<file path="config.mk">
export PLATFORM = sky130hd
export DESIGN_NAME = slot_multi_task_fsm
export DESIGN_NICKNAME = d
export VERILOG_FILES = /design/src/rtl/slot_multi_task_fsm.sv
export SDC_FILE = /design/constraint.sdc
export NUM_CORES = 1
export LEC_CHECK = 0
export CORE_UTILIZATION = 25
export DETAILED_ROUTE_END_ITERATION = 8
export GPL_TIMING_DRIVEN = 1
export HOLD_SLACK_MARGIN = 0.05
export PLACE_DENSITY = 0.53
export SLEW_MARGIN = 10
export SYNTH_ARGS = -nofsm -noshare
export SYNTH_HDL_FRONTEND = slang
export SYNTH_SLANG_ARGS = --single-unit
</file>
<file path="constraint.sdc">
create_clock -name ap_clk -period 6.8 [get_ports ap_clk]
set_input_delay 2.04 -clock ap_clk [delete_from_list [all_inputs] [get_ports ap_clk]]
set_output_delay 2.04 -clock ap_clk [all_outputs]
set_load 0.01 [all_outputs]
</file>
<file path="src/rtl/slot_multi_task_fsm.sv">
// rtl/slot_multi_task_fsm.sv - slot-level ap_ctrl FSM launching NUM_TASKS child tasks
module slot_multi_task_fsm #(
    parameter int                   NUM_TASKS     = 4,
    parameter int                   NUM_SCALARS   = 2,
    parameter int                   SCALAR_WIDTH  = 64,
    parameter logic [NUM_TASKS-1:0] DETACHED_MASK = {NUM_TASKS{1'b0}}
) (
    input  logic                                ap_clk,
    input  logic                                ap_rst,
    input  logic                                ap_start,
    output logic                                ap_ready,
    output logic                                ap_done,
    output logic                                ap_idle,
    input  logic [NUM_SCALARS*SCALAR_WIDTH-1:0] scalar_in,
    output logic [NUM_SCALARS*SCALAR_WIDTH-1:0] scalar_out,
    output logic [NUM_TASKS-1:0]                task_ap_start,
    input  logic [NUM_TASKS-1:0]                task_ap_ready,
    input  logic [NUM_TASKS-1:0]                task_ap_done,
    input  logic [NUM_TASKS-1:0]                task_ap_idle,
    output logic [NUM_TASKS-1:0]                task_done_vec
);

    typedef enum logic [1:0] {
        TOP_IDLE   = 2'b00,
        TOP_RUN    = 2'b01,
        TOP_FINISH = 2'b10
    } top_state_t;

    typedef enum logic [1:0] {
        CHILD_IDLE  = 2'b00,
        CHILD_START = 2'b01,
        CHILD_WAIT  = 2'b11,
        CHILD_DONE  = 2'b10
    } child_state_t;

    top_state_t top_q;
    top_state_t top_d;
    logic       launch;
    logic       all_done;

    // Child idle status is observed by the parent only for debug; it never steers control.
    logic unused_task_idle;
    assign unused_task_idle = ^task_ap_idle;

    assign launch   = ap_start && (top_q == TOP_IDLE);
    assign all_done = &task_done_vec;
    assign ap_idle  = (top_q == TOP_IDLE);
    assign ap_done  = (top_q == TOP_FINISH);
    assign ap_ready = (top_q == TOP_FINISH);

    // Top state register.
    always_ff @(posedge ap_clk or posedge ap_rst) begin
        if (ap_rst) begin
            top_q <= TOP_IDLE;
        end else begin
            top_q <= top_d;
        end
    end

    // Top next state: wait for every child, then a single FINISH cycle; 2'b11 falls back to IDLE.
    always_comb begin
        top_d = top_q;
        case (top_q)
            TOP_IDLE:   if (launch) top_d = TOP_RUN;
            TOP_RUN:    if (all_done) top_d = TOP_FINISH;
            TOP_FINISH: top_d = TOP_IDLE;
            default:    top_d = TOP_IDLE;
        endcase
    end

    // Scalars are captured once per launch and held for the children until the next launch.
    always_ff @(posedge ap_clk or posedge ap_rst) begin
        if (ap_rst) begin
            scalar_out <= '0;
        end else if (launch) begin
            scalar_out <= scalar_in;
        end
    end

    for (genvar i = 0; i < NUM_TASKS; i++) begin : g_child
        child_state_t child_q;
        child_state_t child_d;

        // Child state register.
        always_ff @(posedge ap_clk or posedge ap_rst) begin
            if (ap_rst) begin
                child_q <= CHILD_IDLE;
            end else begin
                child_q <= child_d;
            end
        end

        // Child next state: detached children are complete as soon as they accept the start.
        always_comb begin
            child_d = child_q;
            case (child_q)
                CHILD_IDLE: begin
                    if (launch) child_d = CHILD_START;
                end
                CHILD_START: begin
                    if (task_ap_ready[i]) begin
                        if (DETACHED_MASK[i] || task_ap_done[i]) begin
                            child_d = CHILD_DONE;
                        end else begin
                            child_d = CHILD_WAIT;
                        end
                    end
                end
                CHILD_WAIT: begin
                    if (task_ap_done[i]) child_d = CHILD_DONE;
                end
                CHILD_DONE: begin
                    if (top_q == TOP_FINISH) child_d = CHILD_IDLE;
                end
                default: child_d = CHILD_IDLE;
            endcase
        end

        assign task_ap_start[i] = (child_q == CHILD_START);
        assign task_done_vec[i] = (child_q == CHILD_DONE);
    end

endmodule

</file>
Word-level counts from Yosys, hierarchy flattened:

Index checks and enable logic that the tools add are counted.

* input port bits: 143
* logic and storage cells: 70
* register bits after elaboration: 138
* output and inout port bits: 139

* eq/ne operators: 32
* mux-type cells: 20
* reductions and logical operators: 12

Operator list (count)
* 2-bit one-hot mux with 4 select lines: 4
* 2-bit != test (second input constant): 13
* 2-bit 2-to-1 mux: 11
* 4-bit AND reduction: 5
* 2-bit equality test (second input constant): 9
* 2-bit by 1-bit equality test with 1-bit output (second input constant): 5
* 2-bit zero test: 5
* 2-bit by 1-bit != test with 1-bit output (second input constant): 5
* 1-bit 2-to-1 mux: 4
* 2-bit one-hot mux with 2 select lines: 1
* 2-bit AND reduction: 1
* 1-bit logical AND: 1

Longest topological paths before layout:

Gate-level depths: netlist of run 1.

* depth after elaboration: 4
* mapped depth: 5
* gate-level depth less buffers: 3

Worst setup path after synthesis of run 1:

OpenSTA, ideal clock, no wires.

* path type: register to output
* from: register top_q[0]
* to: output ap_ready
* cell stages (with the launch flop): 4
* buffers on the path: 1
* setup slack: 3867 ps
* arrival time: 893 ps
* path through: dfrtp_1 or2b_1 inv_1 buf_4

* word-level cells in the longest chain between the ends: 1

RTL lines
* from (decl): line 36 `top_state_t top_q;`
* from (signal assigned): line 56 `top_q <= top_d;`
* 2-bit equality test
* to (decl): line 11 `output logic ap_ready,`

Every way passes these cells.

Worst setup path after layout of run 1:

* from: register top_q[0]
* to: output ap_done

* word-level cells in the longest chain between the ends: 1

RTL lines
* 2-bit equality test: line 48 `assign ap_done = (top_q == TOP_FINISH);`
* to (decl): line 12 `output logic ap_done,`

Every way passes these cells.

==> key figures, run 1 <==
Run status
  – Status: completed

Global route
  – First-pass GRT wire length: approximately 23,000 um
  – Vias in the first global route: 3,989
  – Antenna violations before repair: 0
  – GRT Overall Usage: 0.1242
  – Largest net degree at the start of global routing: 129
  – GR Overflow Total: 0

Worst setup path
  – Crit path from: top_q[0]
  – Worst R2R Setup Slack: 4.74 ns
  – Cell Chain, Critical Path: or2b_1, inv_1, clkdlybuf4s50_1
  – R2r worst-path depth: 4
  – CP Data Required Time: about 4.8 ns
  – Critical Path Sink: ap_done
  – Reg2reg start: top_q[0]
  – Worst r2r dst: scalar_out[49]
  – Arrival time at the worst endpoint: about 1.8 ns
  – Slowest cell delay on critical path: around 0.54 ns
  – Critical path capture point type: primary output
  – CP Max Fanout: 5
  – Startpoint class of the critical path: flop
  – Worst path slowest cell: clkdlybuf4s50_1
  – Setup CP Type: flop to primary output

Clocking
  – Total CTS buffers: 17
  – Clock root cell: clkbuf_16
  – Maximum clock insertion buffer count: 2
  – Clock sinks: 138
  – Worst-Skew Late Latency: 0.41 ns
  – Post-CTS Setup Bufs: 0
  – PostCTS Resize Cnt: 0
  – CTS H-tree lvls: 4
  – Worst-path clk slew: roughly 0.060 ns
  – CTS tree: yes
  – Hold buffer count at CTS: 0

Yosys
  – Yosys top cell area share: 0.5987
  – Largest family of logic cells by synthesized area: multiplexers
  – Post-Syn Nets: 466
  – Top cells by count, synth: dfrtp_1, mux2_4, mux2_2
  – Count leader, synth: dfrtp_1
  – Synth Area in XOR/XNOR: 0
  – Synth Register Bits: 138
  – Post-Synthesis Cell Area: 0.005768 mm^2
  – Mux contribution to synthesized area: 0.3163
  – Ys flop type: dfrtp_1
  – Largest area contributor in the netlist: dfrtp_1
  – Number of flops mapped to enable cells by yosys: 0
  – Post-synthesis adder-cell area fraction: 0
  – Post-synthesis simple-gate area fraction: 0.02538
  – Avg Synthesized Cell Area: approximately 18 um^2
  – Compound-Gate Fraction of Synth Area: 0.01302
  – Cell count after synthesis: 323
  – Ranking of synthesized cells by area: dfrtp_1, mux2_4, mux2_2, buf_12, nor2b_1
  – Seq/Total Area, Yosys: 0.5987
  – Synth unique cells: 18
  – Asr flop ratio synth: 1.000
  – YS warnings: 0

Timing
  – Fin crit period: about 3.8 ns
  – Count of final hold-check violations: 0
  – Total Negative Setup Slacks: 0 ns
  – Relative slew slack: 0.3035
  – Setup-failing EPs final: 0
  – Slew at the pin closest to its max-slew limit: 1.045 ns
  – RSZ-0062 raised after global routing: false
  – Fin crit share: 0.5597
  – Skew final: 0.008474 ns
  – Max Slew Vio Count: 0
  – Max Freq: 262.7 MHz

Layout
  – Share of cells above drive strength 1: 0.2645
  – Ant. Diodes: 0
  – Area grow syn2layout: 59.57%
  – Nets@finish: 750
  – Post-route cell area: 0.009204 mm^2
  – Filler cell count in the final layout: between 2,000 and 2,500
  – Fin cells: 905

Routing
  – Vias per cell: slightly above 4
  – Total Wirelength: 14,460 um
  – Drt pass-1 iters: 4
  – Remaining DRCs: 0
  – Vias: 3,672
  – Initial drt markers: between 100 and 150
  – Routed Antenna Nets: 0
  – Wire per inst: 15.97 um

Placement
  – HPWL Detailed: between 10,000 and 15,000 um
  – Dpl cell area: around 0.0087 mm^2
  – DP Cell Count: a little under 900
  – RePlAce Congestion: 0.7471
  – Port bufs: 277

Die
  – Total core area: about 0.023 mm^2
  – Rows: 55
  – Die width: 153.9 um
  – Die area: 0.02368 mm^2
  – Initial Util: 0.2548
  – Vert. Die Dim: about 150 um
  – Top Ports: 282

Power
  – Clock power share: 0.208
  – NetSw: 0.001147 W
  – Maximum VDD drop: 0.1523 mV
  – Leakage Power: approximately 3.9 nW
  – Cell internal pwr: approximately 0.0029 W
  – Net Sw Frac: 0.2860
  – Flop pwr share: 0.358
  – Power Density: 435.7 mW/mm^2
  – Comb pwr share: 0.434

Flow run
  – Max Cap Violations: 0

Min path
  – HP Class: flop to flop
## worst min path at each step
stage                           from                    end  slack, ns  cells past startpoint
2_1_floorplan  g_child[0].child_q[0]  g_child[0].child_q[0]       0.49                      1
3_3_place_gp          scalar_out[58]         scalar_out[58]       0.49                      1
3_5_place_dp          scalar_out[39]         scalar_out[39]       0.49                      1
4_1_cts              scalar_out[106]        scalar_out[106]       0.51                      1
5_1_grt               scalar_out[20]         scalar_out[20]       0.52                      1
6_report             scalar_out[106]        scalar_out[106]       0.51                      1
## flip-flops by register name (all words and copies together) (netlist names)
register / flops
scalar_out: 128
top_q: 2
g_child.child_q: 8
## stage by stage
step,utilization,setup WS (ns),hold WS [ns],total power (W)
3_5_place_dp,0.3832,2.846,0.4906,0.003200
6_report,0.4065,2.994,0.5053,0.004010
2_1_floorplan,-,1.064,0.4904,0.002217
5_1_grt,0.4065,2.875,0.5182,0.004230
4_1_cts,0.4065,2.946,0.5099,0.004078
3_3_place_gp,0.3832,2.877,0.4911,0.003180
## logic make-up (layout without fill, tap and decap cells)
| logic type | count (synthesis) | count (layout) |
|---|---|---|
| buf+inv | 17 | 314 |
| compound gates | 13 | 13 |
| mux | 128 | 128 |
| flops | 138 | 138 |
| simple gates | 27 | 27 |
## critical path, delay by kind of cell, from the launching register on
family / cells / cell delay, ns
buffers and inverters: 2 / 0.65
DFF: 1 / 0.40
and+or+nand+nor: 1 / 0.31
## power groups by stage
stage | logic [W] | clock network, W | registers, W
final | 0.00174 | 0.000835 | 0.00144
after global placement | 0.00174 | 0 | 0.00144
after floorplan | 0.000615 | 0 | 0.00160
after global routing | 0.00183 | 0.000909 | 0.00149
after CTS | 0.00176 | 0.000874 | 0.00144
after detailed placement | 0.00176 | 0 | 0.00144
## final cells by class
class | count | area, um^2 | area share
Timing Repair Buffer | 280 | 2808 | 0.3051
Clock inverter | 13 | 95.09 | 0.01033
Multi-Input combinational cell | 168 | 2046 | 0.2223
Inverter | 2 | 12.51 | 0.001359
Sequential cell | 138 | 3453 | 0.3752
Clock buffer | 19 | 432.9 | 0.04704
Tap cell | 285 | 356.6 | 0.03874
## per-layer routing
metal / global-route usage / routed length (um) / vias to the layer above / part of all wire
met5: 0 / 0 / - / 0
li1: - / - / 1700 / -
met3: 0.04707 / 1104 / 16 / 0.076
met1: 0.1485 / 6157 / 1796 / 0.43
met4: 0.05000 / 285 / 0 / 0.020
met2: 0.2009 / 6909 / 160 / 0.48
## cell usage in the layout (no fill, tap or decap), types with 3 or more instances in the layout
master,netlist,final
a21oi_1,4,4
clkbuf_16,0,17
clkdlybuf4s50_1,0,277
clkinv_2,0,4
clkinvlp_4,0,3
dfrtp_1,138,138
inv_6,0,5
mux2_2,26,26
mux2_4,102,102
nand2_1,5,5
nor2_1,8,8
nor2b_1,8,8
o21ai_0,5,5
o31ai_1,4,4
(Power assumes the default switching activity.)
==> run 2, diff against run 1 <==
Clock period 6.8 ns to 3.6 ns, I/O delays scaled along.
==> run 2 against run 1 <==
- setup slack got worse by 2.3 ns
- worst hold slack got worse by 0.0019 ns
- critical path depth did not move
- clock skew barely moved
- sequential cell count did not move
- design area rose by 1.4%
==> key figures, run 2 (synthesized netlist as in run 1, its figures left out) <==
Timing
  – Count of final hold-check violations: 0
  – Max Freq: 349.5 MHz
  – Slew at the pin closest to its max-slew limit: between 0.4 and 0.5 ns
  – Hold WS: 0.5034 ns
  – RSZ-0062 raised after global routing: false
  – Worst Slack Setup Final: 0.7388 ns
  – Total Negative Setup Slacks: 0 ns
  – Fin crit share: 0.7948
  – Fin crit period: 2.861 ns
  – Skew final: 0.008054 ns
  – Relative slew slack: 0.7291
  – Max Slew Vio Count: 0
  – Setup-failing EPs final: 0

Worst setup path
  – Critical path capture point type: primary output
  – Cell Chain, Critical Path: or2b_1, inv_1, clkdlybuf4s50_1
  – CP Data Required Time: 2.52 ns
  – Slowest cell delay on critical path: 0.54 ns
  – WP buf/inv: 2
  – Setup CP Type: flop to primary output
  – Worst path slowest cell: clkdlybuf4s50_1
  – Critical path's top delay family: buffers and inverters
  – CP Max Fanout: 5
  – Arrival time at the worst endpoint: 1.78 ns
  – Startpoint class of the critical path: flop

Global route
  – First-pass GRT wire length: 22,890 um
  – GR Overflow Total: 0
  – Antenna violations before repair: 0
  – GRT Overall Usage: 0.1253
  – Largest net degree at the start of global routing: 73
  – Vias in the first global route: 4,145

Routing
  – Initial drt markers: 100
  – Vias per cell: 4.095
  – Total Wirelength: 14,470 um
  – Routed Antenna Nets: 0
  – Remaining DRCs: 0
  – Drt pass-1 iters: 4
  – Wire per inst: approximately 16 um
  – Vias: between 3,000 and 4,000

Clocking
  – CTS H-tree lvls: 4
  – Hold buffer count at CTS: 0
  – PostCTS Resize Cnt: 0
  – Worst-path clk slew: around 0.060 ns
  – Post-CTS Setup Bufs: 0
  – Clock root cell: clkbuf_16
  – Clock sinks: 138
  – Maximum clock insertion buffer count: 2
  – Total CTS buffers: 17
  – Worst-Skew Late Latency: 0.41 ns
  – CTS tree: yes

Run status
  – Status: completed

Power
  – Total power: 0.007792 W
  – Power Density: 834.6 mW/mm^2
  – Leakage Power: 3.978 nW
  – Maximum VDD drop: 0.3380 mV

Placement
  – RePlAce Congestion: roughly 0.73
  – HPWL Detailed: just over 10,000 um
  – Port bufs: 277
  – Setup WS pre-CTS: 0.7288 ns

Layout
  – Share of cells above drive strength 1: 0.2697
  – Fin util: 0.4124
  – Area grow syn2layout: 61.87%
  – Largest registers: scalar_out x128, g_child.child_q x8, top_q x2
  – Max reg flops: between 100 and 150
  – Ant. Diodes: 0
  – Largest register by flop count: scalar_out
  – Nets@finish: 753
  – Commonest non-fill, non-tap cell in the layout: clkdlybuf4s50_1
  – Most frequent cells in the layout: clkdlybuf4s50_1, dfrtp_1, mux2_4, mux2_2, clkbuf_16

Die
  – Top Ports: around 280
  – Die width: roughly 150 um
  – Total core area: 0.02264 mm^2
  – Rows: 55
  – Vert. Die Dim: 153.9 um
  – Initial Util: 0.2548
  – Die area: 0.02368 mm^2

Min path
  – HP Class: flop to flop

Flow run
  – Max Cap Violations: 0
## run 2: cell count changes in the layout (fill, tap and decap cells not counted)
cell / before / now
buf_12: 1 / 4
bufinv_16: 0 / 3
clkbuf_1: 2 / 1
clkinv_2: 4 / 2
clkinvlp_4: 3 / 6
inv_6: 5 / 2
## run 2: layout make-up
class	instances	area (um^2)
Multi-Input combinational cell	168	2046
Fill cell	2034	13300
Clock buffer	18	429.2
Timing Repair Buffer	283	2868
Clock inverter	14	172.7
Tap cell	285	356.6
Sequential cell	138	3453
Inverter	2	11.26
## run 2: final timing paths
check | cells past startpoint | slack (ns) | to | from
worst max-delay path | 3 | 0.74 | ap_done | top_q[0]
worst min-delay path | 1 | 0.50 | scalar_out[106] | scalar_out[106]
worst max register to register | 4 | 1.75 | scalar_out[108] | top_q[0]
worst min register to register | 1 | 0.50 | scalar_out[106] | scalar_out[106]
max in group asynchronous | 3 | 1.94 | scalar_out[89] | ap_rst
min in group asynchronous | 2 | 0.98 | scalar_out[5] | ap_rst
## run 2: report_power, final
group | leakage [nW] | internal [W] | switching [W]
clock | 0.279 | 0.00109 | 0.000700
sequential | 1.69 | 0.00229 | 0.000423
combinational | 2.00 | 0.00224 | 0.00105
## run 2: per-stage QoR
| stage | instance area [um^2] | cells |
|---|---|---|
| CTS | 9336 | 908 |
| global placement | 8735 | 876 |
| finish | 9336 | 908 |
| floorplan | 5772 | 323 |
| global route | 9336 | 908 |
| detailed placement | 8735 | 876 |
## run 2: layer usage
layer	track usage	vias up	part of all wire
met2	0.2087	170	0.49
met3	0.05581	10	0.083
li1	-	1697	-
met5	0	-	0
met4	0.03429	0	0.011
met1	0.1457	1841	0.42
==> run 3, diff against run 2 <==
Clock period 3.6 ns to 2.76 ns, I/O delays scaled along.
==> run 3 against run 2 <==
- cell count is 0.44% higher
- setup slack worse by 0.59 ns
- first-iteration DRC count rose by 19%
- sequential share of layout area hardly changed
- die area unchanged
- core utilization about the same
- non-clock buffer count rose by 4
- sequential power up 31%
- critical path type unchanged
- largest power group unchanged
==> key figures, run 3 (synthesized netlist as in run 1, its figures left out) <==
Global route
  – Vias in the first global route: 4,166
  – Antenna violations before repair: 0
  – GRT Overall Usage: 0.1275
  – Largest net degree at the start of global routing: around 100
  – GR Overflow Total: 0
  – First-pass GRT wire length: 23,250 um

Layout
  – Share of cells above drive strength 1: 0.2727
  – Largest register by flop count: scalar_out
  – Nets@finish: 757
  – Ant. Diodes: 0
  – Max reg flops: about 130
  – Largest registers: scalar_out x128, g_child.child_q x8, top_q x2
  – Area grow syn2layout: 61.93%
  – Fin cells: just over 900
  – Commonest non-fill, non-tap cell in the layout: clkdlybuf4s50_1
  – Most frequent cells in the layout: clkdlybuf4s50_1, dfrtp_1, mux2_4, mux2_2, clkbuf_16

Clocking
  – Worst-path clk slew: 0.06 ns
  – CTS tree: yes
  – Total CTS buffers: 17
  – Post-CTS Setup Bufs: 0
  – PostCTS Resize Cnt: 0
  – Clock root cell: clkbuf_16
  – CTS H-tree lvls: 4
  – Hold buffer count at CTS: 0
  – Maximum clock insertion buffer count: 2
  – Worst-Skew Late Latency: ~0.4 ns
  – Clock sinks: 138

Worst setup path
  – Worst path slowest cell: clkdlybuf4s50_1
  – Setup CP Type: flop to primary output
  – CP Data Required Time: 1.93 ns
  – Arrival time at the worst endpoint: 1.78 ns
  – Critical path capture point type: primary output
  – CP Max Fanout: 5
  – Slowest cell delay on critical path: 0.54 ns
  – Critical path's top delay family: buffers and inverters
  – Startpoint class of the critical path: flop
  – Cell Chain, Critical Path: or2b_1, inv_1, clkdlybuf4s50_1
  – WP buf/inv: 2

Flow run
  – Max Cap Violations: 0

Timing
  – Max Freq: approximately 380 MHz
  – Fin crit share: 0.9452
  – Count of final hold-check violations: 0
  – Total Negative Setup Slacks: 0 ns
  – Worst Slack Setup Final: approximately 0.15 ns
  – Fin crit period: 2.609 ns
  – Slew at the pin closest to its max-slew limit: approximately 0.58 ns
  – Relative slew slack: 0.6105
  – RSZ-0062 raised after global routing: false
  – Skew final: about 0.0080 ns
  – Hold WS: 0.5037 ns
  – Setup-failing EPs final: 0
  – Max Slew Vio Count: 0

Die
  – Die width: 153.9 um
  – Initial Util: 0.2548
  – Top Ports: 282
  – Vert. Die Dim: 153.9 um
  – Die area: around 0.024 mm^2
  – Rows: 55
  – Total core area: ~0.023 mm^2

Min path
  – HP Class: flop to flop

Run status
  – Status: completed

Routing
  – Vias: 3,710
  – Routed Antenna Nets: 0
  – Remaining DRCs: 0
  – Total Wirelength: 14,570 um
  – Initial drt markers: approximately 120
  – Drt pass-1 iters: 4
  – Vias per cell: 4.068
  – Wire per inst: between 15 and 20 um

Power
  – Leakage Power: 3.977 nW
  – Maximum VDD drop: 0.3493 mV
  – Total power: 0.009943 W
  – Power Density: 1065 mW/mm^2

Placement
  – Setup WS pre-CTS: 0.3709 ns
  – HPWL Detailed: 10,500 um
  – DP Cell Count: 880
  – Port bufs: 277
  – RePlAce Congestion: 0.7182
==> run 3: cell types whose count changed in the layout (fill, tap and decap cells not counted), sizes merged <==
| cell | change |
|---|---|
| bufinv | -3 |
| clkbuf | +2 |
| inv | +1 |
| buf | +4 |
==> run 3: layout make-up <==
cell class	instances	area [um^2]
Tap cell	285	356.6
Clock buffer	20	446.7
Clock inverter	12	91.34
Inverter	2	11.26
Sequential cell	138	3453
Multi-Input combinational cell	168	2046
Timing Repair Buffer	287	2935
Fill cell	2085	13300
==> run 3: power by group <==
part / switching (W) / internal (W) / total (W)
Clock: 0.000911 / 0.00118 / 0.00209
Combinational: 0.00137 / 0.00293 / 0.00430
Sequential: 0.000567 / 0.00298 / 0.00355
==> run 3: layer usage <==
layer	GRT usage	wire (um)	vias to the layer above	share of wire
met5	0	0	-	0
met3	0.05073	1077	11	0.074
li1	-	-	1704	-
met1	0.1523	6127	1836	0.42
met2	0.2087	7189	159	0.49
met4	0.04238	175	0	0.012
==> run 3: per-stage QoR <==
stage                     area [um^2]  utilization
after floorplan                  5772            -
after global placement           8802       0.3888
after detailed placement         8802       0.3888
after CTS                        9340       0.4125
after global routing             9340       0.4125
final                            9340       0.4125
==> run 3: worst paths after layout <==
path	from	end	slack [ns]	cells after the start
min	scalar_out[94]	scalar_out[94]	0.50	1
max	top_q[1]	ap_done	0.15	3
min reg2reg	scalar_out[94]	scalar_out[94]	0.50	1
max reg2reg	top_q[0]	scalar_out[82]	1.13	5
min in group asynchronous	ap_rst	scalar_out[80]	0.90	3
max in group asynchronous	ap_rst	scalar_out[77]	1.38	3
